File: config.mk
export PLATFORM = sky130hd
export DESIGN_NAME = mult_div_unit_flat
export DESIGN_NICKNAME = d
export VERILOG_FILES = /design/src/rtl/mult_div_if.sv /design/src/rtl/mult_div_unit.sv /design/src/flat_wrapper.sv
export SDC_FILE = /design/constraint.sdc
export NUM_CORES = 1
export LEC_CHECK = 0
export CAP_MARGIN = 10
export CORE_ASPECT_RATIO = 1.1
export CORE_MARGIN = 2
export CORE_UTILIZATION = 55
export CTS_BUF_LIST = sky130_fd_sc_hd__clkbuf_4 sky130_fd_sc_hd__clkbuf_8
export DETAILED_ROUTE_END_ITERATION = 10
export PLACE_DENSITY_LB_ADDON = 0.3
export SLEW_MARGIN = 10
export SYNTH_ARGS = -nofsm -noshare
export SYNTH_HDL_FRONTEND = slang
export SYNTH_SLANG_ARGS = --single-unit
File: constraint.sdc
create_clock -name clk -period 3.1 [get_ports clk]
set_input_delay 0.465 -clock clk [delete_from_list [all_inputs] [get_ports clk]]
set_output_delay 0.465 -clock clk [all_outputs]
set_load 0.01 [all_outputs]
File: src/rtl/mult_div_if.sv
// Request/response bundle between the CPU control unit (master) and the
// multiply/divide unit (slave).
//
// Handshake: the master pulses start with op/a_in/b_in. The slave samples
// them only while busy is low, and a start seen while busy is dropped. A
// request finishes with a one-cycle done pulse, and hi/lo are valid in that
// same cycle. div0 pulses together with done when a divide has a zero divisor.
interface mult_div_if #(
  parameter int WIDTH = 32
);
  logic             start;
  logic             op;
  logic [WIDTH-1:0] a_in;
  logic [WIDTH-1:0] b_in;
  logic [WIDTH-1:0] hi;
  logic [WIDTH-1:0] lo;
  logic             busy;
  logic             done;
  logic             div0;

  modport master (
    output start, op, a_in, b_in,
    input  hi, lo, busy, done, div0
  );

  modport slave (
    input  start, op, a_in, b_in,
    output hi, lo, busy, done, div0
  );
endinterface

File: src/rtl/mult_div_unit.sv
// Sequential signed multiply/divide unit. It works on operand magnitudes
// for 32 iterations: shift-add for MULT and restoring division for DIV.
// One fix-up cycle then applies the result signs and loads hi/lo.
module mult_div_unit #(
  parameter int WIDTH = 32,
  parameter int CNT_W = 6
) (
  input  logic       clk,
  input  logic       reset,
  mult_div_if.slave  bus,
  output logic [1:0] dbg_state_o
);

  typedef enum logic [1:0] {
    S_IDLE = 2'd0,
    S_RUN  = 2'd1,
    S_FIX  = 2'd2
  } state_t;

  state_t             state_q, state_d;
  logic [CNT_W-1:0]   cnt_q, cnt_d;
  logic               op_q, op_d;
  logic               zero_q, zero_d;   // divide-by-zero request pending in FIX
  logic               neg_q, neg_d;     // product / quotient sign
  logic               rneg_q, rneg_d;   // remainder sign (dividend sign)
  logic [WIDTH-1:0]   mag_q, mag_d;     // |a| for MULT, |b| for DIV
  logic [2*WIDTH-1:0] acc_q, acc_d;
  logic [WIDTH-1:0]   hi_q, hi_d;
  logic [WIDTH-1:0]   lo_q, lo_d;
  logic               done_q, done_d;
  logic               div0_q, div0_d;

  // 0x80000000 maps to itself, which is 2^31 when read as unsigned.
  function automatic logic [WIDTH-1:0] mag(input logic [WIDTH-1:0] v);
    mag = v[WIDTH-1] ? -v : v;
  endfunction

  // One shift-add step. The upper half holds the partial product and the
  // lower half shifts out the multiplier bits.
  logic [WIDTH:0]     mul_sum;
  logic [2*WIDTH-1:0] mul_next;
  assign mul_sum  = {1'b0, acc_q[2*WIDTH-1:WIDTH]} + (acc_q[0] ? {1'b0, mag_q} : '0);
  assign mul_next = {mul_sum, acc_q[WIDTH-1:1]};

  // One restoring-division step. The upper half is the partial remainder
  // and the lower half shifts the dividend out and the quotient in.
  logic [WIDTH:0]     div_shift;
  logic [WIDTH:0]     div_diff;
  logic               div_ge;
  logic [2*WIDTH-1:0] div_next;
  assign div_shift = {acc_q[2*WIDTH-1:WIDTH], acc_q[WIDTH-1]};
  assign div_diff  = div_shift - {1'b0, mag_q};
  assign div_ge    = ~div_diff[WIDTH];
  assign div_next  = {(div_ge ? div_diff[WIDTH-1:0] : div_shift[WIDTH-1:0]),
                      acc_q[WIDTH-2:0], div_ge};

  // State and datapath registers.
  always_ff @(posedge clk or negedge reset) begin
    if (!reset) begin
      state_q <= S_IDLE;
      cnt_q   <= '0;
      op_q    <= 1'b0;
      zero_q  <= 1'b0;
      neg_q   <= 1'b0;
      rneg_q  <= 1'b0;
      mag_q   <= '0;
      acc_q   <= '0;
      hi_q    <= '0;
      lo_q    <= '0;
      done_q  <= 1'b0;
      div0_q  <= 1'b0;
    end else begin
      state_q <= state_d;
      cnt_q   <= cnt_d;
      op_q    <= op_d;
      zero_q  <= zero_d;
      neg_q   <= neg_d;
      rneg_q  <= rneg_d;
      mag_q   <= mag_d;
      acc_q   <= acc_d;
      hi_q    <= hi_d;
      lo_q    <= lo_d;
      done_q  <= done_d;
      div0_q  <= div0_d;
    end
  end

  // Next-state, iteration and sign-fixup logic.
  always_comb begin
    state_d = state_q;
    cnt_d   = cnt_q;
    op_d    = op_q;
    zero_d  = zero_q;
    neg_d   = neg_q;
    rneg_d  = rneg_q;
    mag_d   = mag_q;
    acc_d   = acc_q;
    hi_d    = hi_q;
    lo_d    = lo_q;
    done_d  = 1'b0;
    div0_d  = 1'b0;
    case (state_q)
      S_IDLE: begin
        if (bus.start) begin
          op_d   = bus.op;
          neg_d  = bus.a_in[WIDTH-1] ^ bus.b_in[WIDTH-1];
          rneg_d = bus.a_in[WIDTH-1];
          cnt_d  = '0;
          if (bus.op && (bus.b_in == '0)) begin
            // A zero divisor skips the iterations and reports in FIX next cycle.
            zero_d  = 1'b1;
            state_d = S_FIX;
          end else begin
            zero_d  = 1'b0;
            mag_d   = bus.op ? mag(bus.b_in) : mag(bus.a_in);
            acc_d   = {{WIDTH{1'b0}}, (bus.op ? mag(bus.a_in) : mag(bus.b_in))};
            state_d = S_RUN;
          end
        end
      end
      S_RUN: begin
        acc_d = op_q ? div_next : mul_next;
        cnt_d = cnt_q + 1'b1;
        if (cnt_q == CNT_W'(WIDTH - 1)) begin
          state_d = S_FIX;
        end
      end
      S_FIX: begin
        done_d  = 1'b1;
        state_d = S_IDLE;
        if (zero_q) begin
          div0_d = 1'b1;
        end else if (op_q) begin
          lo_d = neg_q  ? -acc_q[WIDTH-1:0]       : acc_q[WIDTH-1:0];
          hi_d = rneg_q ? -acc_q[2*WIDTH-1:WIDTH] : acc_q[2*WIDTH-1:WIDTH];
        end else begin
          {hi_d, lo_d} = neg_q ? -acc_q : acc_q;
        end
      end
      default: begin
        state_d = S_IDLE;
      end
    endcase
  end

  assign bus.hi      = hi_q;
  assign bus.lo      = lo_q;
  assign bus.busy    = (state_q != S_IDLE);
  assign bus.done    = done_q;
  assign bus.div0    = div0_q;
  assign dbg_state_o = state_q;

endmodule
File: src/flat_wrapper.sv
// flat-port wrapper written by rule: the top's interface ports become plain ports
module mult_div_unit_flat 
#(
  parameter int WIDTH = 32,
  parameter int CNT_W = 6
)
  (clk, reset, dbg_state_o, bus_start, bus_op, bus_a_in, bus_b_in, bus_hi, bus_lo, bus_busy, bus_done, bus_div0);
  mult_div_if #(.WIDTH(WIDTH)) bus_i ();
  input  logic clk;
  input  logic reset;
  output logic [1:0] dbg_state_o;
  input wire logic [$bits(bus_i.start)-1:0] bus_start;
  input wire logic [$bits(bus_i.op)-1:0] bus_op;
  input wire logic [$bits(bus_i.a_in)-1:0] bus_a_in;
  input wire logic [$bits(bus_i.b_in)-1:0] bus_b_in;
  output wire logic [$bits(bus_i.hi)-1:0] bus_hi;
  output wire logic [$bits(bus_i.lo)-1:0] bus_lo;
  output wire logic [$bits(bus_i.busy)-1:0] bus_busy;
  output wire logic [$bits(bus_i.done)-1:0] bus_done;
  output wire logic [$bits(bus_i.div0)-1:0] bus_div0;
  assign bus_i.start = bus_start;
  assign bus_i.op = bus_op;
  assign bus_i.a_in = bus_a_in;
  assign bus_i.b_in = bus_b_in;
  assign bus_hi = bus_i.hi;
  assign bus_lo = bus_i.lo;
  assign bus_busy = bus_i.busy;
  assign bus_done = bus_i.done;
  assign bus_div0 = bus_i.div0;
  mult_div_unit #(.WIDTH(WIDTH), .CNT_W(CNT_W)) u_core (.clk(clk), .reset(reset), .bus(bus_i), .dbg_state_o(dbg_state_o));
endmodule
==> results.md, run 1 <==
- Status: complete, but fails checks
- Failing checks: setup timing
- Final Hold Vio Count: 0
- Clock power share: 0.078
- Net Sw Frac: 0.4894
- Routed via count: 15920
- Largest net degree at the start of global routing: 88
- Clk slew on worst S/H paths: 110 ps
- Ant. Diodes: 0
- Leak Pwr: 8.841 nW
- Most common cell in the netlist: nand2_1
- CTS tree: yes
- Clk_lat worst skew: 510 ps
- Worst-path cell chain: inv_2 -> ha_4 -> a21oi_4 -> o21ai_2 -> o2111ai_2 -> a31oi_2 -> a311oi_2 -> buf_4 -> a21oi_2 -> o211ai_1 -> buf_4 -> buf_12 -> buf_16 -> mux2i_1 -> o21ai_1
- Root Buffer: clkbuf_8
- Sw power: 11.55 mW
- Least-Margin Pin Slew: 720.6 ps
- Flop pwr share: 0.161
- Final setup violation count: 12
- DRC Markers: 0
- Avg Cell Area, Syn: 7.888 um2
- Number of synthesized register bits: 174
- Sequential share of the synthesized area: 0.2968
- GRT met2 Usage: 0.6104
- Synth top area share: 0.2968
- Netlist Area Pre-Place: 14670 um2
- Worst hold path class: in -> async
- Leading cell types by count after synthesis: 251 x nand2_1, 198 x o21ai_0, 174 x dfrtp_1
- DR WL/cell: 19.87 um
- Row cnt: 62
- IR drop worst, VDD: 674.7 uV
- Cell taking the most area after synthesis: dfrtp_1
- Layout cells sized above 1: 0.2242
- Die X: 159.7 um
- Vias/cell: 6.081
- Synth area leaders: dfrtp_1 30%, o21ai_0 6.8%, nand2_1 6.4%
- Synth unique cells: 78
- EDFF count, synth: 0
- # IOs: 137
- Ys async rst share: 1.000
- Fmax: 317.2 MHz
- Skew final: 22.87 ps
- Logic gate share of total power: 0.761
- Crit-path slowest cell: dfrtp_1
- Max_slew headroom: 0.5184
- Area delta synth->final: 35.71%
- Worst setup path class: reg -> reg
- DP HPWL: 39420 um
- Final cell count without fillers: 2618
- Drt initial violations: 1661
- Main synth FF type: dfrtp_1
- GRT Overall Usage: 0.3595
- Die height: 175.3 um
- DP Cell Count: 2551
- Worst Setup Start Kind: register
- Antenna viol nets, final: 0
- Initial core utilization: 0.5612
- Synth warn: 0
- Synth Instances: 1860
- Busiest grt layer: met2
- M3 GR Usage: 0.04203
- RSZ-0062 raised after global routing: yes
- Gr ovfl total: 0
- Filler Cell Count: 1912
- CTS buffer count: 17
- Nature of the critical path endpoint: register
- CTS sink count: 174
- CP Data Arrival Time: 3520 ps
- Reg-to-Reg Start: u_core.mag_q[19]
- Clock buffer depth: 2
- Max Cap Viol: 0
- Max H-tree Level: 4
- R2R depth: 15
- Final slew viol count: 0
- Critical Path Fanout Max: 6
- Met1 Usage GRT: 0.4437
- Cell repeated most along the worst path: buf_4
- Post-synthesis net count: 1999
- Tmin final: 3153 ps
- Worst setup margin: -52.99 ps
- Routability Congestion: 0.9989
- # port buffers: 136
- Slowest Stage Delay on Critical Path: 420 ps
- Nets: 2392
- First drt pass iteration count: 6
- Final period utilization: 1.017
- P_int: 12.05 mW
- Hold slack final: 467.0 ps
- Worst Setup SP: u_core.mag_q[19]
- Routed WL: 52030 um
- Antenna violations before repair: 0
- Core footprint: 26140 um2
- Vias in the first global route: 15450
- First-pass GRT wire length: 80370 um
- Power per cell area: 1185 nW/um2
- Critical Path RT: 3470 ps
- Die area: 28000 um2
## power groups by stage
stage          clock network, mW  registers (mW)  logic, mW
2_1_floorplan                  0            3.74       9.38
3_3_place_gp                   0            3.73       15.0
3_5_place_dp                   0            3.77       15.3
4_1_cts                     1.85            3.72       16.2
5_1_grt                     1.96            3.86       19.2
6_report                    1.84            3.80       18.0
## routing by layer
metal | up-vias | part of all wire
met5 | - | 0
met4 | 0 | 0.063
met1 | 7544 | 0.39
met3 | 177 | 0.067
met2 | 750 | 0.48
li1 | 7449 | -
## layout by cell type (no fill, tap or decap), types with 7 or more instances in the layout
cell             count
nand2b_1            16
o21ai_0            173
buf_4              310
a21o_1              34
or4_1               10
o21ai_1             47
inv_2                7
xnor2_1             86
nor2_1             141
ha_4                14
clkdlybuf4s50_1    134
buf_6               14
nor2_2              10
o211ai_1            18
a22oi_1             22
o21a_1               8
o41ai_1             17
ha_1                55
a31oi_1             16
a21oi_2             15
dfrtp_1            171
mux2_2               7
nand4_1             15
nor2b_1             19
mux2i_1             64
or2_2               11
nand3_1             23
o21bai_1             8
xor2_1              86
and3_1               9
clkbuf_8            17
nor4_1              14
o31ai_1             24
or3_1               18
buf_12              11
a211oi_1             7
a21oi_1            122
nor3_1              26
inv_1               62
nand2_1            247
## repair_timing
| action | CTS | global route |
|---|---|---|
| setup buffers | 10 | 23 |
| gates resized for setup | 59 | 102 |
| endpoints found under the setup margin | 34 | 51 |
| hold endpoints to repair | 45 | 0 |
| hold buffers | 1 | 0 |
| pin swaps | 14 | 52 |
| gates cloned | 1 | 1 |
## layout make-up
type,instances,area (um2),area share
clock buffers,17,234.0,0.01175
flip-flops and latches,174,4358,0.2189
inverters,69,259.0,0.01301
multi-input cells,1518,10280,0.5162
repair buffers,473,4114,0.2066
clock inverters,15,226.5,0.01137
well taps,352,440.4,0.02212
## cells by family (layout without fill, tap and decap cells)
logic type,after synthesis,in the layout,share of synthesized area
AOI/OAI and AO/OA,592,592,0.2476
xor gates and xnor gates,173,173,0.1033
adders and majority gates,71,71,0.06157
buffers and inverters,168,574,0.04580
DFF,174,174,0.2968
muxes,74,74,0.05117
and+or+nand+nor,608,608,0.1938
## registers in the layout, summed over array words and instances (netlist names)
| signal | count |
|---|---|
| u_core.zero_q | 1 |
| u_core.op_q | 1 |
| u_core.rneg_q | 1 |
| u_core.acc_q | 64 |
| u_core.cnt_q | 6 |
| u_core.neg_q | 1 |
| u_core.bus.done | 1 |
| u_core.bus.div0 | 1 |
| u_core.bus.hi | 32 |
| u_core.dbg_state_o | 2 |
| u_core.mag_q | 32 |
| u_core.bus.lo | 32 |
## through the flow
step / setup TNS (ps) / util / area (um2) / worst slack (ps) / power [mW]
finish: -363.2 / 0.7616 / 19910 / -52.99 / 23.60
floorplan: 0 / - / 14680 / 75.78 / 13.12
CTS: -11.75 / 0.7372 / 19270 / -11.75 / 21.79
global route: -2491 / 0.7616 / 19910 / -206.9 / 25.05
detailed placement: -25130 / 0.7051 / 18430 / -616.7 / 19.04
global placement: -20420 / 0.7051 / 18430 / -592.3 / 18.69
## critical path, delay by kind of cell, from the launching register on
| kind | cells | cell delay, ps |
|---|---|---|
| AO/OA/AOI/OAI | 8 | 1360 |
| adder cells (fa/ha/maj) | 1 | 240 |
| buffers and inverters | 5 | 820 |
| flip-flops | 1 | 420 |
| multiplexers | 1 | 180 |
## path summary, 6_finish.rpt
path,slack [ps],endpoint
max in group asynchronous,1630,u_core.acc_q[36]
hold reg to reg,490,u_core.bus.hi[21]
setup / recovery,-50,u_core.acc_q[42]
setup reg to reg,-50,u_core.acc_q[42]
min in group clk,490,u_core.bus.hi[21]
hold / removal,470,u_core.mag_q[17]
(Power assumes the default switching activity.)
==> run 2, diff against run 1 <==
- SETUP_SLACK_MARGIN: unset -> 0.2
- SLEW_MARGIN: 10 -> unset
==> results.md, run 2 (synthesis results as in run 1) <==
- Status: complete, but fails checks
- Failing checks: setup timing
- Routability Congestion: 1.084
- Initial core utilization: 0.5612
- Leak Pwr: 9.080 nW
- Worst setup margin: -378.0 ps
- Clock buffer depth: 2
- Vias in the first global route: 16280
- Root Buffer: clkbuf_8
- Final core utilization: 0.7894
- CP Data Arrival Time: 3850 ps
- Largest net degree at the start of global routing: 105
- Placement Cell Area: 18450 um2
- Max H-tree Level: 4
- Nets: 2412
- Largest Register: u_core.acc_q
- Final period utilization: 1.122
- Max reg flops: 64
- Slowest Stage Delay on Critical Path: 460 ps
- Tot Pwr: 25.75 mW
- Max_slew headroom: 0.4827
- Fin Setup TNS: -3641 ps
- Row cnt: 62
- Nature of the critical path endpoint: register
- Vias/cell: 6.521
- # port buffers: 136
- Final cell count without fillers: 2640
- First-pass GRT wire length: 87070 um
- First drt pass iteration count: 8
- Skew final: 20.19 ps
- Critical Path RT: 3470 ps
- RSZ-0062 raised after global routing: yes
- CTS tree: yes
- Crit-path slowest cell: dfrtp_1
- Antenna viol nets, final: 0
- CTS sink count: 174
- Worst setup path class: reg -> reg
- Core footprint: 26140 um2
- Routed via count: 17220
- Filler Cell Count: 1739
- Final slew viol count: 0
- DP HPWL: 40670 um
- DR WL/cell: 23.07 um
- Power per cell area: 1248 nW/um2
- IR drop worst, VDD: 809.3 uV
- GRT Overall Usage: 0.3933
- Critical Path Fanout Max: 8
- Pre-CTS setup slack: -462.1 ps
- Hold slack final: 338.2 ps
- # IOs: 137
- Finished Cell Area: 20640 um2
- Worst hold path class: in -> reg
- Die X: 159.7 um
- Fmax: 287.5 MHz
- Layout cells sized above 1: 0.2647
- DP Cell Count: 2545
- Commonest non-fill, non-tap cell in the layout: buf_4
- CP delay by family, top: compound AO/OA/AOI/OAI gates
- CTS buffer count: 17
- Clk slew on worst S/H paths: 120 ps
- Least-Margin Pin Slew: 773.1 ps
- Max Cap Viol: 0
- Commonest non-fill, non-tap cells in the layout: 325 x buf_4, 248 x nand2_1, 171 x dfrtp_1
- Gr ovfl total: 0
- DRC Markers: 0
- Final Hold Vio Count: 0
- Clk_lat worst skew: 510 ps
- Worst-path cell chain: inv_2 -> buf_12 -> buf_8 -> buf_12 -> buf_8 -> nor2_1 -> ha_4 -> a21o_1 -> a21oi_1 -> o21bai_1 -> a22oi_2 -> a21oi_2 -> a2111oi_4 -> buf_4 -> o31ai_2
- Final setup violation count: 31
- Die height: 175.3 um
- Tmin final: 3478 ps
- Worst Setup Start Kind: register
- Die area: 28000 um2
- Antenna violations before repair: 2
- Buf/Inv on CP: 6
- Area delta synth->final: 40.65%
- Drt initial violations: 2007
- Routed WL: 60910 um
run 2: cell count changes in the layout (fill, tap and decap cells not counted), sizes merged:
cell	delta
clkinv	+1
clkbuf	+1
dlymetal6s2s	+2
clkdlybuf4s50	-2
buf	+19
inv	-1
diode	+2
run 2: routing by layer:
metal / up-vias / global-route usage / part of all wire
met5: - / 0 / 0.0016
met3: 444 / 0.07769 / 0.10
met1: 8100 / 0.4593 / 0.35
li1: 7481 / - / -
met4: 4 / 0.2511 / 0.095
met2: 1187 / 0.6641 / 0.46
run 2: worst paths after layout:
path,from,endpoint,slack (ps),cells after the start
setup / recovery,u_core.acc_q[0],u_core.acc_q[63],-380,15
hold / removal,bus_op,u_core.zero_q,340,3
setup reg to reg,u_core.acc_q[0],u_core.acc_q[63],-380,15
hold reg to reg,u_core.bus.hi[10],u_core.bus.hi[10],490,2
max in group asynchronous,reset,u_core.bus.hi[27],1760,3
min in group asynchronous,reset,u_core.acc_q[17],500,2
run 2: where the power goes:
group,switching [mW],internal (mW),leakage (nW)
logic,11.2,8.83,6.70
registers,0.854,3.04,2.16
clock network,1.14,0.660,0.220
total,13.2,12.5,9.08
run 2: cell type report:
cell class / count / area (um2) / share of cell area
diodes: 2 / 5.005 / 0.0002425
clock buffers: 17 / 234.0 / 0.01134
flip-flops and latches: 174 / 4358 / 0.2112
well taps: 352 / 440.4 / 0.02134
clock inverters: 15 / 209.0 / 0.01013
multi-input cells: 1518 / 10830 / 0.5250
repair buffers: 493 / 4297 / 0.2082
inverters: 69 / 259.0 / 0.01255
run 2: worst register-to-register path, stage by stage (launching register included):
cell and delay, ps:
dfrtp_1 460, inv_2 90, buf_12 150, buf_8 140
buf_12 140, buf_8 130, nor2_1 430, ha_4 330
a21o_1 190, a21oi_1 230, o21bai_1 160, a22oi_2 230
a21oi_2 110, a2111oi_4 300, buf_4 170, o31ai_2 70
run 2: what timing repair did:
item | CTS | global route
gates cloned | 0 | 1
endpoints found under the setup margin | 41 | 106
endpoints found under the hold margin | 55 | 0
setup buffers | 33 | 26
resized for setup | 136 | 158
pin swaps | 59 | 91
hold buffers | 1 | 0
==> run 3, diff against run 2 <==
- CELL_PAD_IN_SITES_DETAIL_PLACEMENT: unset -> 2
- CELL_PAD_IN_SITES_GLOBAL_PLACEMENT: unset -> 2
- CORE_UTILIZATION: 55 -> 36
- PLACE_DENSITY_LB_ADDON: 0.3 -> 0.25
- clock period: 3.1 -> 3.6 ns (I/O delays scaled with it)
==> results.md, run 3 (synthesis results as in run 1) <==
- Drt initial violations: 844
- Final setup violation count: 0
- Reg-to-reg endpoint: u_core.acc_q[50]
- Logic gate share of total power: 0.747
- RSZ-0062 raised after global routing: yes
- Largest net degree at the start of global routing: 92
- Root Buffer: clkbuf_8
- Vias/cell: 5.915
- Largest Register: u_core.acc_q
- Max reg flops: 64
- Final core utilization: 0.4647
- Worst R2R Setup Slack: 190 ps
- Critical Path RT: 4080 ps
- CP Data Arrival Time: 3890 ps
- Vias in the first global route: 17290
- Initial core utilization: 0.3652
- Status: finished clean
- Hold path depth: 2
- Least-Margin Pin Slew: 885.9 ps
- IR drop worst, VDD: 402.0 uV
- First drt pass iteration count: 5
- Antenna viol nets, final: 0
- Leak Pwr: 8.122 nW
- Ant. Diodes: 0
- Net Sw Frac: 0.5257
- Core footprint: 40170 um2
- Worst Setup SP: u_core.mag_q[0]
- Clk_lat worst skew: 550 ps
- Clk slew on worst S/H paths: 110 ps
- Critical Path Fanout Max: 3
- Critical path endpoint: u_core.acc_q[50]
- Skew final: 17.46 ps
- Reg-to-Reg Start: u_core.mag_q[0]
- Reg area: 4357 um2
- First-pass GRT wire length: 100600 um
- Layout cells sized above 1: 0.1561
- Die X: 196.5 um
- Area delta synth->final: 27.25%
- Commonest non-fill, non-tap cell in the layout: nand2_1
- Routed WL: 66260 um
- Row cnt: 77
- Nets: 2265
- CTS sink count: 174
- Worst setup path class: reg -> reg
- Max_slew headroom: 0.4094
- Final period utilization: 0.9475
- Routed via count: 15690
- # port buffers: 136
- CTS tree: yes
- Tot Pwr: 19.11 mW
- Worst Setup Start Kind: register
- Max Cap Viol: 0
- Commonest non-fill, non-tap cells in the layout: 250 x nand2_1, 197 x buf_4, 192 x o21ai_0
- Worst setup margin: 189.0 ps
- DP HPWL: 50370 um
- Multi-input logic area: 9950 um2
- Die height: 215.7 um
- Filler Cell Count: 4531
- Hold slack final: 489.0 ps
- Gr ovfl total: 0
- CTS buffer count: 17
- Sw power: 10.05 mW
- DRC Markers: 0
- Die area: 42390 um2
- Routability Congestion: 0.8863
- R2R depth: 14
- Nature of the critical path endpoint: register
- Fmax: 293.2 MHz
- P_int: 9.065 mW
- Clock power share: 0.075
- Pre-CTS setup slack: -154.7 ps
- Flop pwr share: 0.178
- Worst hold path class: reg -> reg
- Finished Cell Area: 18670 um2
- Antenna violations before repair: 0
- Final Hold Vio Count: 0
- GRT Overall Usage: 0.3070
- Final slew viol count: 0
- Power per cell area: 1024 nW/um2
- Clock buffer depth: 2
- Tmin final: 3411 ps
- DR WL/cell: 24.98 um
- Placement Cell Area: 17810 um2
- # IOs: 137
- Max H-tree Level: 4
==> run 3: changes by cell type in the layout (fill, tap and decap cells not counted), moves of 7 or more <==
cell	previous run	this run
a21oi_1	113	130
a21oi_2	23	8
buf_4	325	197
buf_6	16	3
ha_1	51	63
ha_4	14	2
inv_2	10	2
nor2_1	134	149
nor2_2	15	3
o21ai_0	158	192
o21ai_1	58	30
xnor2_1	80	87
==> run 3: layout make-up <==
type                            count  area share
Clock buffer                       17     0.01253
Clock inverter                     15    0.007975
Inverter                           69     0.01414
Multi-Input combinational cell   1518      0.5329
Sequential cell                   174      0.2334
Tap cell                          513     0.03438
Timing Repair Buffer              346      0.1647
==> run 3: worst min-delay path by stage <==
stage	start	endpoint	slack, ps
after floorplan	reset	u_core.acc_q[0]	240
after global placement	u_core.bus.hi[15]	u_core.bus.hi[15]	460
after detailed placement	u_core.bus.hi[20]	u_core.bus.hi[20]	470
after CTS	bus_op	u_core.zero_q	470
after global routing	bus_op	u_core.zero_q	500
final	u_core.bus.hi[20]	u_core.bus.hi[20]	490
==> run 3: worst max-delay path, cell delays in order (launching register included) <==
cell and delay (ps):
dfrtp_1 440, buf_4 160, ha_1 230, fa_2 360
nand2b_4 170, a21oi_4 180, o21ai_2 110, buf_4 160
a211oi_1 300, buf_4 190, o21ai_0 140, nand3b_1 230
a31o_2 270, mux2i_1 250, a221o_1 160
==> run 3: repair_timing <==
item	in CTS	in global routing
gates cloned	0	1
pin swaps	4	16
resized for setup	28	48
setup endpoints to repair	34	44
hold buffers	1	0
endpoints found under the hold margin	43	0
buffers inserted	2	16
==> run 3: stage by stage <==
stage | instances | TNS, ps
final | 2652 | 0
after global routing | 2652 | 0
after CTS | 2635 | 0
after detailed placement | 2600 | -1157
after global placement | 2600 | -274.0
after floorplan | 1860 | 0
==> run 3: power by group through the flow <==
| stage | clock (mW) | sequential [mW] | combinational (mW) |
|---|---|---|---|
| floorplan | 0 | 3.22 | 8.06 |
| global placement | 0 | 3.33 | 12.4 |
| global route | 1.52 | 3.46 | 15.4 |
| CTS | 1.46 | 3.35 | 13.5 |
| detailed placement | 0 | 3.38 | 13.2 |
| finish | 1.44 | 3.40 | 14.3 |
==> run 3: layer usage <==
layer  vias up  GRT usage  part of all wire
met5         -          0                 0
met4         0     0.1308             0.045
met3       131    0.03360             0.024
met2       324     0.5655              0.52
met1      8051     0.3587              0.41
li1       7180          -                 -
